===== src/rtl/fyp_eth_pkg.sv =====
// Shared types and constants for the fyp Ethernet receive path: FSM states,
// broadcast address, default length limits and TSE MAC error-flag positions.
package fyp_eth_pkg;

  typedef enum logic [1:0] {
    IDLE    = 2'd0,
    HDR     = 2'd1,
    PAYLOAD = 2'd2
  } rx_state_e;

  localparam logic [47:0] BCAST_MAC   = 48'hFFFF_FFFF_FFFF;
  localparam int          ETH_MIN_LEN = 64;
  localparam int          ETH_MAX_LEN = 1518;

  // Bit positions inside eth_ast_rx_err
  localparam int ERR_BIT_ANY       = 0;
  localparam int ERR_BIT_LEN       = 1;
  localparam int ERR_BIT_CRC       = 2;
  localparam int ERR_BIT_TRUNC     = 3;
  localparam int ERR_BIT_PHY       = 4;
  localparam int ERR_BIT_COLLISION = 5;

  function automatic logic [15:0] sat_inc16(input logic [15:0] v);
    if (v == 16'hFFFF) return v;
    else return v + 16'd1;
  endfunction

endpackage


===== src/rtl/fyp_sat_counter.sv =====
// Saturating up-counter with synchronous clear; the increment is a variable
// amount so the same block serves frame counters and the byte counter.
module fyp_sat_counter #(
  parameter int W     = 32,
  parameter int INC_W = 1
) (
  input  logic             clk,
  input  logic             reset_n,
  input  logic             clr,
  input  logic             inc_en,
  input  logic [INC_W-1:0] inc_val,
  output logic [W-1:0]     count
);

  logic [W-1:0] cnt_r;
  logic [W-1:0] cnt_nxt_s;
  logic [W:0]   sum_s;

  // Next count: clear beats increment, overflow pins the value at all-ones
  always_comb begin
    sum_s = {1'b0, cnt_r} + {{(W + 1 - INC_W){1'b0}}, inc_val};
    if (clr) cnt_nxt_s = {W{1'b0}};
    else if (!inc_en) cnt_nxt_s = cnt_r;
    else if (sum_s[W]) cnt_nxt_s = {W{1'b1}};
    else cnt_nxt_s = sum_s[W-1:0];
  end

  // Count register
  always_ff @(posedge clk or negedge reset_n) begin
    if (!reset_n) cnt_r <= {W{1'b0}};
    else cnt_r <= cnt_nxt_s;
  end

  assign count = cnt_r;

endmodule


===== src/rtl/fyp_reception.sv =====
// Avalon-ST sink for the TSE MAC receive interface: classifies frames and keeps
// saturating statistics. Define FYP_RX_PAYLOAD_CHECK_EN for the payload sequence check.
module fyp_reception
  import fyp_eth_pkg::*;
#(
  parameter logic [47:0] LOCAL_MAC     = 48'h00_1C_23_17_4A_CB,
  parameter int          FILTER_ENABLE = 1,
  parameter int          MIN_LEN       = ETH_MIN_LEN,
  parameter int          MAX_LEN       = ETH_MAX_LEN,
  parameter int          CNT_W         = 32
) (
  input  logic             clk,
  input  logic             reset_n,
  input  logic             cnt_clr,
  input  logic [31:0]      eth_ast_rx_data,
  input  logic             eth_ast_rx_sop,
  input  logic             eth_ast_rx_eop,
  input  logic [1:0]       eth_ast_rx_empty,
  input  logic [5:0]       eth_ast_rx_err,
  input  logic             eth_ast_rx_valid,
  output logic             eth_ast_rx_rdy,
  output logic             frame_done,
  output logic             frame_ok,
  output logic [15:0]      last_len,
`ifdef FYP_RX_PAYLOAD_CHECK_EN
  output logic [CNT_W-1:0] seq_err_cnt,
`endif
  output logic [CNT_W-1:0] good_cnt,
  output logic [CNT_W-1:0] err_cnt,
  output logic [CNT_W-1:0] filt_cnt,
  output logic [CNT_W-1:0] proto_cnt,
  output logic [CNT_W-1:0] byte_cnt
);

  localparam logic [17:0] MIN_LEN_C = 18'(MIN_LEN);
  localparam logic [17:0] MAX_LEN_C = 18'(MAX_LEN);

  rx_state_e   state_r, state_nxt_s;
  logic        rdy_r;
  logic [15:0] words_r;
  logic [31:0] dst_hi_r;
  logic        filter_hit_r;
  logic        frame_done_r;
  logic        frame_ok_r;
  logic [15:0] last_len_r;

  logic        accept_s, frame_beat_s, orphan_s, abandon_s, close_s;
  logic [15:0] words_s;
  logic [17:0] len_s;
  logic [47:0] dst_s;
  logic        hit_now_s, frame_err_s, seq_bad_s;
  logic        good_inc_s, err_inc_s, filt_inc_s, proto_inc_s;

  // A beat belongs to a frame when it carries sop or arrives mid-frame
  assign accept_s     = eth_ast_rx_valid & rdy_r;
  assign frame_beat_s = accept_s & (eth_ast_rx_sop | (state_r != IDLE));
  assign orphan_s     = accept_s & ~eth_ast_rx_sop & (state_r == IDLE);
  assign abandon_s    = accept_s & eth_ast_rx_sop & (state_r != IDLE);
  assign close_s      = frame_beat_s & eth_ast_rx_eop;
  assign words_s      = eth_ast_rx_sop ? 16'd1 : sat_inc16(words_r);
  assign len_s        = {words_s, 2'b00} - {16'd0, eth_ast_rx_empty};
  assign dst_s        = {dst_hi_r, eth_ast_rx_data[31:16]};

  // Destination match; a frame closing on word 0 is treated as a hit
  always_comb begin
    hit_now_s = filter_hit_r;
    if (eth_ast_rx_sop) begin
      hit_now_s = 1'b1;
    end else begin
      case (state_r)
        HDR:     hit_now_s = (FILTER_ENABLE == 0) || (dst_s == LOCAL_MAC) || (dst_s == BCAST_MAC);
        default: hit_now_s = filter_hit_r;
      endcase
    end
  end

  assign frame_err_s = (eth_ast_rx_err != 6'd0) || (len_s < MIN_LEN_C) || (len_s > MAX_LEN_C) || seq_bad_s;
  assign err_inc_s   = close_s & frame_err_s;
  assign filt_inc_s  = close_s & ~frame_err_s & ~hit_now_s;
  assign good_inc_s  = close_s & ~frame_err_s & hit_now_s;
  assign proto_inc_s = orphan_s | abandon_s;

  // Next-state logic; a restarting sop re-enters HDR
  always_comb begin
    state_nxt_s = state_r;
    if (frame_beat_s) begin
      if (eth_ast_rx_eop) state_nxt_s = IDLE;
      else if (eth_ast_rx_sop) state_nxt_s = HDR;
      else state_nxt_s = PAYLOAD;
    end else begin
      state_nxt_s = state_r;
    end
  end

  // State register
  always_ff @(posedge clk or negedge reset_n) begin
    if (!reset_n) state_r <= IDLE;
    else state_r <= state_nxt_s;
  end

  // Frame tracking and per-frame result registers
  always_ff @(posedge clk or negedge reset_n) begin
    if (!reset_n) begin
      rdy_r        <= 1'b0;
      words_r      <= 16'd0;
      dst_hi_r     <= 32'd0;
      filter_hit_r <= 1'b0;
      frame_done_r <= 1'b0;
      frame_ok_r   <= 1'b0;
      last_len_r   <= 16'd0;
    end else begin
      rdy_r        <= 1'b1;
      frame_done_r <= close_s;
      if (frame_beat_s) begin
        words_r      <= words_s;
        filter_hit_r <= hit_now_s;
      end
      if (accept_s && eth_ast_rx_sop) dst_hi_r <= eth_ast_rx_data;
      if (close_s) begin
        frame_ok_r <= ~frame_err_s & hit_now_s;
        last_len_r <= len_s[15:0];
      end
    end
  end

`ifdef FYP_RX_PAYLOAD_CHECK_EN
  logic [31:0] seq_exp_r;
  logic        seq_bad_r;
  logic [31:0] seq_mask_s;
  logic        seq_miss_s;

  // Word 4 seeds the sequence; later words must follow it, ignoring empty bytes
  always_comb begin
    seq_mask_s = eth_ast_rx_eop ? (32'hFFFF_FFFF << {eth_ast_rx_empty, 3'b000}) : 32'hFFFF_FFFF;
    seq_miss_s = frame_beat_s && !eth_ast_rx_sop && (words_s > 16'd5) &&
                 (((eth_ast_rx_data ^ seq_exp_r) & seq_mask_s) != 32'd0);
    seq_bad_s  = (eth_ast_rx_sop ? 1'b0 : seq_bad_r) | seq_miss_s;
  end

  // Expected sequence word and sticky mismatch flag
  always_ff @(posedge clk or negedge reset_n) begin
    if (!reset_n) begin
      seq_exp_r <= 32'd0;
      seq_bad_r <= 1'b0;
    end else if (frame_beat_s) begin
      seq_bad_r <= seq_bad_s;
      if (words_s == 16'd5) seq_exp_r <= eth_ast_rx_data + 32'd1;
      else if (words_s > 16'd5) seq_exp_r <= seq_exp_r + 32'd1;
    end
  end

  fyp_sat_counter #(.W(CNT_W), .INC_W(1)) u_seq_err_cnt (
    .clk(clk), .reset_n(reset_n), .clr(cnt_clr), .inc_en(close_s & seq_bad_s),
    .inc_val(1'b1), .count(seq_err_cnt));
`else
  assign seq_bad_s = 1'b0;
`endif

  fyp_sat_counter #(.W(CNT_W), .INC_W(1)) u_good_cnt (
    .clk(clk), .reset_n(reset_n), .clr(cnt_clr), .inc_en(good_inc_s),
    .inc_val(1'b1), .count(good_cnt));
  fyp_sat_counter #(.W(CNT_W), .INC_W(1)) u_err_cnt (
    .clk(clk), .reset_n(reset_n), .clr(cnt_clr), .inc_en(err_inc_s),
    .inc_val(1'b1), .count(err_cnt));
  fyp_sat_counter #(.W(CNT_W), .INC_W(1)) u_filt_cnt (
    .clk(clk), .reset_n(reset_n), .clr(cnt_clr), .inc_en(filt_inc_s),
    .inc_val(1'b1), .count(filt_cnt));
  fyp_sat_counter #(.W(CNT_W), .INC_W(1)) u_proto_cnt (
    .clk(clk), .reset_n(reset_n), .clr(cnt_clr), .inc_en(proto_inc_s),
    .inc_val(1'b1), .count(proto_cnt));
  fyp_sat_counter #(.W(CNT_W), .INC_W(18)) u_byte_cnt (
    .clk(clk), .reset_n(reset_n), .clr(cnt_clr), .inc_en(good_inc_s),
    .inc_val(len_s), .count(byte_cnt));

  assign eth_ast_rx_rdy = rdy_r;
  assign frame_done     = frame_done_r;
  assign frame_ok       = frame_ok_r;
  assign last_len       = last_len_r;

endmodule


===== config.mk =====
export PLATFORM = sky130hd
export DESIGN_NAME = fyp_reception
export DESIGN_NICKNAME = d
export VERILOG_FILES = /design/src/rtl/fyp_eth_pkg.sv /design/src/rtl/fyp_sat_counter.sv /design/src/rtl/fyp_reception.sv
export SDC_FILE = /design/constraint.sdc
export NUM_CORES = 1
export LEC_CHECK = 0
export BUFFER_PORTS_ARGS = -buffer_cell sky130_fd_sc_hd__buf_4
export CORE_MARGIN = 1
export CORE_UTILIZATION = 45
export DETAILED_ROUTE_END_ITERATION = 10
export PLACE_DENSITY = 0.63
export SYNTH_ARGS = -nofsm -noshare
export SYNTH_HDL_FRONTEND = slang
export SYNTH_SLANG_ARGS = --single-unit

===== constraint.sdc =====
create_clock -name clk -period 5 [get_ports clk]
set_input_delay 0 -clock clk [delete_from_list [all_inputs] [get_ports clk]]
set_output_delay 0 -clock clk [all_outputs]
set_load 0.005 [all_outputs]

==> run summary <==
The run finished with clean final reports. Worst slew margin relative to its limit: 0.245. For the post-route clock skew, the log shows 14.2 ps.

TritonCTS built the clock tree. The biggest area contributor in the post-synthesis netlist is sky130_fd_sc_hd__dfrtp_1. Clock-pin slew was measured on the worst setup and hold paths at 60 ps.

The period utilization is 0.919, and the core box area is 30600 sq um. For the core occupancy in the finished layout, the log shows 0.570. 225 I/O pins were placed. The number of buffer cells added on primary ports works out to 224. Detailed placement ended at an HPWL of 28200 microns. Fill cells in the final layout number 2772. The sequential power share came out at 0.426.

Sort of element at the start of the critical path: a flop. After routing, the total negative slack on setup checks comes to 0 ps. The congestion estimate from routability-driven global placement came to 0.894. The tools report the number of hold violations in the final report as 0. The number of storage elements in the synthesis netlist came out at 230.

The leakage component of the power is 7.82 nW, and the synthesized area per cell is 8.81 sq um. The type of the most critical hold path was primary input to asynchronous set/reset pin. The buffer type at the clock tree root is sky130_fd_sc_hd__clkbuf_16. After detailed routing, the number of remaining DRC violations is 0. The tree built by TritonCTS fans out to 230 sinks. The routed wirelength normalized by instance count is 18.9 microns, and the chip width is 178 microns. For the worst setup path, the data required time is 5390 ps. The logs give 3.52 mW for the internal power contribution and 1 for the maximum level of the CTS H-tree. The area growth from synthesis to layout was 24.5%; the maximum clock insertion buffer count was 3.

The combinational cell fraction of total power was 0.139. The tools report the pin count of the biggest net entering global routing as 128. For the number of search-and-repair iterations in the first detailed-routing pass, the log shows 5. The mapped netlist covers 14000 sq um.

The actual transition at the worst max-transition pin is 1130 ps, and the total wirelength of the detailed-routed design is 42200 microns. The most common cell type on the critical path was sky130_fd_sc_hd__xnor2_1. For the global-route wire length before repair, the log shows 67100 microns. The share of Yosys cell area claimed by the top area cell type is 0.411, and the number of antenna violations at the first check in global routing is 0.

The starting density of the core came out at 0.458. The portion of total power attributed to the clock network was 0.435; the net switching share of the total power was 0.263. The logs give 0.411 for the proportion of synthesized chip area in sequential cells and 0 for the number of diodes added for antenna fixing.

During synthesis, Yosys emitted a total of 0 warnings. Final hold analysis gives a worst-case slack of 54.7 ps. By area the synthesized netlist is led by sky130_fd_sc_hd__dfrtp_1 (41%), sky130_fd_sc_hd__nand2_1 (4.8%), sky130_fd_sc_hd__a21oi_1 (4.8%), sky130_fd_sc_hd__mux2_2 (3.4%), sky130_fd_sc_hd__o21ai_0 (2.9%).

The fraction of layout instances using a drive strength above 1 came out at 0.214. The count of buffering cells on the critical path with inverters included is 1. For the final number of max-transition violations, the log shows 0. Family of cells with the greatest summed delay on the critical path: simple AND/OR/NAND/NOR gates.

The number of clock buffers added by TritonCTS is 29. For the number of max-cap violations, the log shows 0. The via count of the first global-routing pass is 12572, and the final net count is 1887. The leading cell type in the layout, fill and taps excluded was sky130_fd_sc_hd__buf_4. The share of synthesized registers carrying an async set or reset was 1.00. In this run the core area contains 64 standard-cell rows.

In this run the vertical extent of the chip is 178 microns. The number of DRC markers after the initial detailed-route iteration was 1213; the via-per-instance ratio was 6.03. The signal on the critical path passes through ha_2 -> xnor2_1 -> or3b_2 -> or4_1 -> buf_4 -> nor2_1 -> xnor2_1 -> ha_1 -> a211o_1 -> a21oi_1 -> o21ai_0 -> a21oi_2 -> o211ai_1 -> a21o_2 -> nand2b_1 -> and3_1 -> a211oi_1. The category of the most critical setup path was flop to flop. The number of enable-type register cells in the synthesized netlist is 0, and the synthesized instance count is 1589. Subtracting the final worst setup slack from the clock period gives 4600 ps.

The analysis attributes to net switching a power of 1.26 mW. Of all nets on the critical path, the largest fanout is 12. The total vias in the final route was 13453.

The logs give 218 MHz for the timing-limited maximum frequency and 73 for the distinct cell type count of the synthesized netlist. Synthesis produced a netlist with a net count of 1662. The count of nets left with antenna violations once routing finished came out at 0. The power per unit of standard cell area is 274 nW/um^2, and the die outline area is 31800 sq um.

Clock latency on the worst-skew pair, taken at its later pin, is 550 ps. Leaving out fill and tap cells, the most frequent cells in the layout are sky130_fd_sc_hd__buf_4 (255), sky130_fd_sc_hd__dfrtp_1 (229), sky130_fd_sc_hd__nand2_1 (180), sky130_fd_sc_hd__a21oi_1 (132), sky130_fd_sc_hd__nor2_1 (92). The aggregate global-route resource usage was 0.259; the critical path arrival was 4980 ps. The largest individual stage delay along the critical path comes from the cell sky130_fd_sc_hd__or3b_2. The most frequently used flop master after synthesis was sky130_fd_sc_hd__dfrtp_1. Across the VDD grid, the largest voltage drop is 255 uV. The maximum single-stage delay on the critical path is 520 ps.

STA classifies the critical path endpoint as a flop. The number of failing setup endpoints in the final timing report is 0. The final global-route overflow total was 0.
## Yosys cell counts, types with 6 or more instances
master                     count
sky130_fd_sc_hd__a311oi_1     38
sky130_fd_sc_hd__o211a_1       7
sky130_fd_sc_hd__nor2b_1      20
sky130_fd_sc_hd__xor2_1       15
sky130_fd_sc_hd__inv_1        26
sky130_fd_sc_hd__nand4_1      40
sky130_fd_sc_hd__a21oi_1     134
sky130_fd_sc_hd__or2_2        11
sky130_fd_sc_hd__buf_2        16
sky130_fd_sc_hd__a31oi_1      43
sky130_fd_sc_hd__o211ai_1      8
sky130_fd_sc_hd__mux2i_1      14
sky130_fd_sc_hd__and4_1       21
sky130_fd_sc_hd__buf_1         8
sky130_fd_sc_hd__nor4_1       45
sky130_fd_sc_hd__nand3_1      72
sky130_fd_sc_hd__o21a_1       12
sky130_fd_sc_hd__a211oi_1     32
sky130_fd_sc_hd__dfrtp_1     230
sky130_fd_sc_hd__or3_1        12
sky130_fd_sc_hd__o31ai_1      10
sky130_fd_sc_hd__nor3_1       69
sky130_fd_sc_hd__clkbuf_1     67
sky130_fd_sc_hd__o21ai_0      81
sky130_fd_sc_hd__mux2_1        6
sky130_fd_sc_hd__mux2_2       42
sky130_fd_sc_hd__a21o_1       13
sky130_fd_sc_hd__buf_4         9
sky130_fd_sc_hd__and3_1       54
sky130_fd_sc_hd__nor2_1       92
sky130_fd_sc_hd__nand2_1     180
sky130_fd_sc_hd__xnor2_1      22
sky130_fd_sc_hd__or4_1         8
sky130_fd_sc_hd__ha_1         26
sky130_fd_sc_hd__a41oi_1      14
sky130_fd_sc_hd__and2_1       17
## logic make-up (layout without fill, tap and decap cells)
family          after synthesis  count (layout)  share of synthesized area
other cells                   1               1                   0.000268
buf+inv                     130             377                     0.0408
simple gates                667             667                      0.249
flops                       230             230                      0.411
compound gates              435             435                      0.203
fa+ha+maj                    27              27                     0.0247
mux                          62              62                     0.0486
xor+xnor                     37              37                     0.0231
## metrics by stage
stage	area (sq um)	setup WS, ps	power [mW]	std cells
after global placement	16000	288	2.69	2136
final	17400	404	4.78	2232
after global routing	17400	-9.62	4.98	2232
after floorplan	14000	335	2.44	1589
after detailed placement	16000	160	2.70	2136
after CTS	17400	128	4.82	2228
## metal layers
layer / GRT usage / part of all wire / up-vias
li1: - / - / 6450
met1: 0.379 / 0.47 / 6552
met2: 0.406 / 0.45 / 398
met3: 0.0388 / 0.065 / 53
met4: 0.0508 / 0.016 / 0
met5: 0 / 0 / -
## path summary, 6_finish.rpt
path | cells after the start | slack, ps | to | start
max | 17 | 400 | u_byte_cnt.count[21]$_DFFE_PN0P_ | words_r[1]$_DFFE_PN0P_
min | 2 | 50 | words_r[2]$_DFFE_PN0P_ | reset_n
max reg2reg | 17 | 400 | u_byte_cnt.count[21]$_DFFE_PN0P_ | words_r[1]$_DFFE_PN0P_
min reg2reg | 2 | 470 | last_len[14]$_DFFE_PN0P_ | last_len[14]$_DFFE_PN0P_
max in group asynchronous | 3 | 3720 | u_proto_cnt.count[7]$_DFFE_PN0P_ | reset_n
min in group clk | 2 | 90 | u_proto_cnt.count[31]$_DFFE_PN0P_ | cnt_clr
## registers in the layout, indices dropped and copies added (netlist names)
name,count
dst_hi_r,32
filter_hit_r,1
u_good_cnt.count,32
eth_ast_rx_rdy,1
u_err_cnt.count,32
frame_done,1
u_filt_cnt.count,32
words_r,16
frame_ok,1
last_len,16
u_byte_cnt.count,32
state_r,2
u_proto_cnt.count,32
## area by class of cell
| class | count | area [sq um] | area share |
|---|---|---|---|
| multi-input combinational | 1229 | 7760 | 0.445 |
| sequential | 230 | 5760 | 0.330 |
| timing repair buffer | 298 | 2380 | 0.136 |
| clock buffer | 46 | 860 | 0.0493 |
| tap | 396 | 495 | 0.0284 |
| inverter | 26 | 97.6 | 0.00560 |
| clock inverter | 7 | 88.8 | 0.00509 |
## repair_timing
item	CTS	global route
hold buffers	39	0
endpoints found under the hold margin	147	0
setup endpoints to repair	0	32
setup buffers	0	4
resized for setup	0	14
## worst register-to-register path: stages, from the launching register on
cell,delay (ps)
sky130_fd_sc_hd__dfrtp_2,460
sky130_fd_sc_hd__ha_2,240
sky130_fd_sc_hd__xnor2_1,240
sky130_fd_sc_hd__or3b_2,520
sky130_fd_sc_hd__or4_1,480
sky130_fd_sc_hd__buf_4,190
sky130_fd_sc_hd__nor2_1,110
sky130_fd_sc_hd__xnor2_1,180
sky130_fd_sc_hd__ha_1,350
sky130_fd_sc_hd__a211o_1,320
sky130_fd_sc_hd__a21oi_1,120
sky130_fd_sc_hd__o21ai_0,110
sky130_fd_sc_hd__a21oi_2,210
sky130_fd_sc_hd__o211ai_1,150
sky130_fd_sc_hd__a21o_2,290
sky130_fd_sc_hd__nand2b_1,130
sky130_fd_sc_hd__and3_1,240
sky130_fd_sc_hd__a211oi_1,100
## power by group through the flow
stage               sequential, mW  clock (mW)  combinational (mW)
finish                        2.04        2.08               0.667
global route                  2.05        2.19               0.739
floorplan                     2.05           0               0.391
global placement              2.06           0               0.624
detailed placement            2.07           0               0.634
CTS                           2.03        2.13               0.661
Power figures use the tool's default switching activity.
